## config.mk

```make
export PLATFORM = sky130hd
export DESIGN_NAME = truth_table_sweeper_flat
export DESIGN_NICKNAME = d
export VERILOG_FILES = /design/src/rtl/truth_table_sweeper_if.sv /design/src/rtl/truth_table_sweeper.sv /design/src/flat_wrapper.sv
export SDC_FILE = /design/constraint.sdc
export NUM_CORES = 1
export LEC_CHECK = 0
export ABC_AREA = 0
export CAP_MARGIN = 10
export CORE_ASPECT_RATIO = 1.75
export CORE_UTILIZATION = 35
export CTS_CLUSTER_DIAMETER = 50
export CTS_CLUSTER_SIZE = 20
export DETAILED_ROUTE_END_ITERATION = 7
export PLACE_DENSITY = 0.58
export SYNTH_ARGS = -nofsm -noshare
export SYNTH_HDL_FRONTEND = slang
export SYNTH_SLANG_ARGS = --single-unit
```

## constraint.sdc

```tcl
create_clock -name clk -period 2.7 [get_ports clk]
set_input_delay 0.405 -clock clk [delete_from_list [all_inputs] [get_ports clk]]
set_output_delay 0.405 -clock clk [all_outputs]
set_load 0.05 [all_outputs]
```

## src/rtl/truth_table_sweeper_if.sv

```systemverilog
// Bundle of the sweeper's stimulus, capture and readout signals.
// The slave side is the sweeper; the master side drives start, f and rd_addr.
interface truth_table_sweeper_if #(
    parameter int unsigned NFUNC = 10
);
    logic             start;
    logic             w;
    logic             x;
    logic             y;
    logic             z;
    logic [NFUNC-1:0] f;
    logic             busy;
    logic             done;
    logic [3:0]       row_idx;
    logic [15:0]      signature;
    logic [3:0]       rd_addr;
    logic [NFUNC-1:0] rd_data;

    modport master (
        output start, f, rd_addr,
        input  w, x, y, z, busy, done, row_idx, signature, rd_data
    );

    modport slave (
        input  start, f, rd_addr,
        output w, x, y, z, busy, done, row_idx, signature, rd_data
    );
endinterface

```

## src/rtl/truth_table_sweeper.sv

```systemverilog
// Steps {w,x,y,z} through all 16 rows, samples f after a settle delay, stores each
// row in a capture memory and folds it into a rotate-XOR signature.
module truth_table_sweeper #(
    parameter int unsigned SETTLE = 4,
    parameter int unsigned NFUNC  = 10
) (
    input logic                  clk,
    input logic                  rst_n,
    truth_table_sweeper_if.slave sweep_io
);
    typedef enum logic [1:0] {StIdle, StSettle, StSample, StDone} state_e;

    localparam logic [7:0] SettleLast = 8'(SETTLE - 1);

    state_e           state_q;
    logic [7:0]       cnt_q;
    logic [3:0]       row_q;
    logic [3:0]       wxyz_q;
    logic             busy_q;
    logic             done_q;
    logic [15:0]      sig_q;
    logic [15:0]      f_ext;
    logic [15:0]      sig_next;
    logic [NFUNC-1:0] mem_q [16];
    logic [NFUNC-1:0] rd_data_q;

    always_comb begin
        f_ext              = '0;
        f_ext[NFUNC-1:0]   = sweep_io.f;
        sig_next           = {sig_q[14:0], sig_q[15]} ^ f_ext;
    end

    always_ff @(posedge clk) begin
        if (!rst_n) begin
            state_q   <= StIdle;
            cnt_q     <= '0;
            row_q     <= '0;
            wxyz_q    <= '0;
            busy_q    <= 1'b0;
            done_q    <= 1'b0;
            sig_q     <= '0;
            rd_data_q <= '0;
        end else begin
            rd_data_q <= mem_q[sweep_io.rd_addr];
            done_q    <= 1'b0;
            case (state_q)
                StIdle: begin
                    if (sweep_io.start) begin
                        state_q <= StSettle;
                        row_q   <= '0;
                        wxyz_q  <= '0;
                        cnt_q   <= '0;
                        sig_q   <= '0;
                        busy_q  <= 1'b1;
                    end
                end
                StSettle: begin
                    cnt_q <= cnt_q + 8'd1;
                    if (cnt_q == SettleLast) begin
                        state_q <= StSample;
                    end
                end
                StSample: begin
                    sig_q <= sig_next;
                    if (row_q == 4'hF) begin
                        // row_idx parks at 15; only a new start wraps it to 0.
                        state_q <= StDone;
                        busy_q  <= 1'b0;
                        done_q  <= 1'b1;
                        wxyz_q  <= '0;
                    end else begin
                        state_q <= StSettle;
                        row_q   <= row_q + 4'd1;
                        wxyz_q  <= row_q + 4'd1;
                        cnt_q   <= '0;
                    end
                end
                StDone: begin
                    state_q <= StIdle;
                end
                default: begin
                    state_q <= StIdle;
                end
            endcase
        end
    end

    // Capture memory is deliberately left out of reset.
    always_ff @(posedge clk) begin
        assert (SETTLE >= 1 && SETTLE <= 255 && NFUNC >= 1 && NFUNC <= 16)
            else $error("truth_table_sweeper: illegal SETTLE or NFUNC");
        if (rst_n && state_q == StSample) begin
            mem_q[row_q] <= sweep_io.f;
        end
    end

    assign sweep_io.w         = wxyz_q[3];
    assign sweep_io.x         = wxyz_q[2];
    assign sweep_io.y         = wxyz_q[1];
    assign sweep_io.z         = wxyz_q[0];
    assign sweep_io.busy      = busy_q;
    assign sweep_io.done      = done_q;
    assign sweep_io.row_idx   = row_q;
    assign sweep_io.signature = sig_q;
    assign sweep_io.rd_data   = rd_data_q;
endmodule

```

## src/flat_wrapper.sv

```systemverilog
// flat-port wrapper written by rule: the top's interface ports become plain ports
module truth_table_sweeper_flat 
#(
    parameter int unsigned SETTLE = 4,
    parameter int unsigned NFUNC  = 10
)
  (clk, rst_n, sweep_io_start, sweep_io_f, sweep_io_rd_addr, sweep_io_w, sweep_io_x, sweep_io_y, sweep_io_z, sweep_io_busy, sweep_io_done, sweep_io_row_idx, sweep_io_signature, sweep_io_rd_data);
  truth_table_sweeper_if #(.NFUNC(NFUNC)) sweep_io_i ();
  input logic clk;
  input logic rst_n;
  input wire logic [$bits(sweep_io_i.start)-1:0] sweep_io_start;
  input wire logic [$bits(sweep_io_i.f)-1:0] sweep_io_f;
  input wire logic [$bits(sweep_io_i.rd_addr)-1:0] sweep_io_rd_addr;
  output wire logic [$bits(sweep_io_i.w)-1:0] sweep_io_w;
  output wire logic [$bits(sweep_io_i.x)-1:0] sweep_io_x;
  output wire logic [$bits(sweep_io_i.y)-1:0] sweep_io_y;
  output wire logic [$bits(sweep_io_i.z)-1:0] sweep_io_z;
  output wire logic [$bits(sweep_io_i.busy)-1:0] sweep_io_busy;
  output wire logic [$bits(sweep_io_i.done)-1:0] sweep_io_done;
  output wire logic [$bits(sweep_io_i.row_idx)-1:0] sweep_io_row_idx;
  output wire logic [$bits(sweep_io_i.signature)-1:0] sweep_io_signature;
  output wire logic [$bits(sweep_io_i.rd_data)-1:0] sweep_io_rd_data;
  assign sweep_io_i.start = sweep_io_start;
  assign sweep_io_i.f = sweep_io_f;
  assign sweep_io_i.rd_addr = sweep_io_rd_addr;
  assign sweep_io_w = sweep_io_i.w;
  assign sweep_io_x = sweep_io_i.x;
  assign sweep_io_y = sweep_io_i.y;
  assign sweep_io_z = sweep_io_i.z;
  assign sweep_io_busy = sweep_io_i.busy;
  assign sweep_io_done = sweep_io_i.done;
  assign sweep_io_row_idx = sweep_io_i.row_idx;
  assign sweep_io_signature = sweep_io_i.signature;
  assign sweep_io_rd_data = sweep_io_i.rd_data;
  truth_table_sweeper #(.SETTLE(SETTLE), .NFUNC(NFUNC)) u_core (.clk(clk), .rst_n(rst_n), .sweep_io(sweep_io_i));
endmodule
```

==> impl_metrics.tcl <==
set metrics [dict create \
    synth_area_per_cell_um2 15.6 \
    grt_max_degree 37 \
    swShare_pct 22.1 \
    grt_pass1_wl_um 28500 \
    path_clk_slew_ns 0.07 \
    numCtsBuffers 14 \
    rsz0062_at_grt "no" \
    cts_setup_buffers 0 \
    criticalPathCategory "flop to output port" \
    fmax_mhz 444 \
    critPathRequiredTime_ns 2.30 \
    clk-insertion-delay-late_ns 0.46 \
    nNetsFinal 608 \
    stdcell_area_mm2 0.00948 \
    syn2layout_area_growth_pct 16.5 \
    clkPwrFrac_pct 35.1 \
    detailedPlacementHpwl_um 12700 \
    die_h_um 204 \
    yosys_warnings 0 \
    power_frac_comb_pct 7.6 \
    rows 73 \
    multi_input_area_mm2 0.00221 \
    root_buffer "clkbuf_16" \
    maxSlewViolCount 0 \
    slew_headroom_pct 51.8 \
    crit_buf_inv 1 \
    finalWirelength_um 18400 \
    drt_first_pass_iters 4 \
    n_antenna_cell 0 \
    dieArea_mm2 0.0239 \
    netlist-cell-type-count 50 \
    postRouteAntennaNets 0 \
    placed_area_mm2 0.00904 \
    synth.area.top_cells "edfxtp_1 (59%), dfxtp_1 (11%), mux2i_1 (8.0%)" \
    grt_usage_pct 16.1 \
    port_buffers 52 \
    coreArea_mm2 0.0227 \
    post-route-min-period_ns 2.25 \
    vias_per_cell 5.10 \
    yosysTopAreaCell "edfxtp_1" \
    async_reset_ff_share_pct 0 \
    crit_chain "clkdlybuf4s50_1" \
    hold_class "flop to flop" \
    seq_area_frac_synth_pct 70.4 \
    seqPwrFrac_pct 57.3 \
    nFillCells 2081 \
    worst_path_largest_cell_delay_ns 0.87 \
    hold_viol_final 0 \
    setup_viol 0 \
    worstPathArrival_ns 1.85 \
    synth_most_common_cell "edfxtp_1" \
    synth_seq_cells 206 \
    power_leakage_nw 3.27 \
    tightest_slew_ns 0.721 \
    ys.flop_type "edfxtp_1" \
    switchingPower_mw 1.33 \
    ctsResizeCount 0 \
    synth_area_mm2 0.00814 \
    die_w_um 117 \
    clk_path_buf_depth 3 \
    critPathSlowestCell "clkdlybuf4s50_1" \
    total_power_mw 6.03 \
    cts.sink_count 206 \
    drv_cap 0 \
    finalClockSkew_ns 0.0107 \
    syn_inst 520 \
    cts_tree "built" \
    htreeDepth 1 \
    antenna_found_initial 0 \
    vias 4562 \
    outcome "completed" \
    synth_fp_nets 542 \
    seqCellArea_mm2 0.00573 \
    p_per_area_mw_per_mm2 636 \
    drc 0 \
    io_pins 53 \
    synth_commonest_cells "edfxtp_1 (160), mux2i_1 (65), dfxtp_1 (46)" \
    finalWeightedCongestion 0.793 \
    start_kind "flop" \
    fin_tns_setup_ns 0 \
    wire_per_inst_um 20.6 \
    grt-ovfl-total 0 \
    start_util_pct 35.8 \
    cp_top_family "buffers and inverters" \
    fin_crit_sh_pct 83.5 \
    intPower_mw 4.70 \
    synth_top_area_share_pct 59.0 \
    path_max_fanout 11 \
    drt_iter0_markers 249 \
    end_kind "output port" \
    synth_edf_count 160 \
    ctsHoldBuffers 0 \
    grt_pass1_vias 4866 \
    drive_gt1_share_pct 9.26 \
    peakVddDrop_mv 0.385 \
]
-- path summary, 6_finish.rpt --
| kind | from | end | slack (ns) | cells after the start |
|---|---|---|---|---|
| worst max-delay path | u_core.sweep_io.row_idx[2] | sweep_io_row_idx[2] | 0.45 | 1 |
| worst min-delay path | u_core.wxyz_q[3] | u_core.wxyz_q[3] | 0.45 | 1 |
| worst max register to register | u_core.state_q[1] | u_core.mem_q[8][1] | 0.72 | 4 |
| worst min register to register | u_core.wxyz_q[3] | u_core.wxyz_q[3] | 0.45 | 1 |
-- logic make-up after synthesis --
logic type,synth area share (%)
compound gates,7.90
buf+inv,2.51
xor+xnor,1.40
fa+ha+maj,0.769
mux,10.2
flops,70.4
simple gates,6.86
-- per-stage QoR --
step	instances	setup slack [ns]	util, %	hold slack (ns)
CTS	894	0.440	41.7	0.456
global placement	870	0.481	39.7	0.442
detailed placement	870	0.433	39.7	0.444
global route	894	0.393	41.7	0.474
floorplan	520	0.558	-	0.444
finish	894	0.445	41.7	0.454
-- final cells by class --
class | instances | area share (%)
flip-flops and latches | 206 | 60.4
multi-input cells | 285 | 23.3
repair buffers | 75 | 7.55
clock buffers | 23 | 4.49
well taps | 300 | 3.96
inverters | 4 | 0.158
clock inverters | 1 | 0.119
-- registers in the layout, summed over array words and instances (netlist names) --
signal                     flops
u_core.wxyz_q                  4
u_core.sweep_io.busy           1
u_core.mem_q                 160
u_core.sweep_io.row_idx        4
u_core.sweep_io.done           1
u_core.sweep_io.signature     16
u_core.cnt_q                   8
u_core.sweep_io.rd_data       10
u_core.state_q                 2
-- layout by cell type (no fill, tap or decap), drive strengths merged, types with 6 or more instances in the layout --
cell	synthesis	layout
a21boi	6	6
a22oi	45	45
and2	20	20
buf	21	24
clkbuf	4	23
clkdlybuf4s50	0	51
dfxtp	46	46
edfxtp	160	160
mux2i	65	65
mux4	8	8
nand2	26	26
nand3	7	7
nor2	14	14
nor2b	19	19
o21ai	13	13
xor2	13	13
-- per-layer routing --
layer  share of wire (%)  vias to the layer above  global-route usage (%)
met5                   0                        -                       0
met4                 3.4                        0                    6.01
met2                  55                       96                    29.8
met3                 3.3                       32                    2.02
met1                  39                     2319                    18.6
li1                    -                     2115                       -
-- power by group through the flow --
stage	clock [mW]	sequential, mW	combinational (mW)
detailed placement	0	3.53	0.462
global route	2.26	3.46	0.491
finish	2.11	3.46	0.459
global placement	0	3.53	0.453
CTS	2.17	3.46	0.464
floorplan	0	3.60	0.213
No activity file was read; power rests on OpenSTA's default activity.
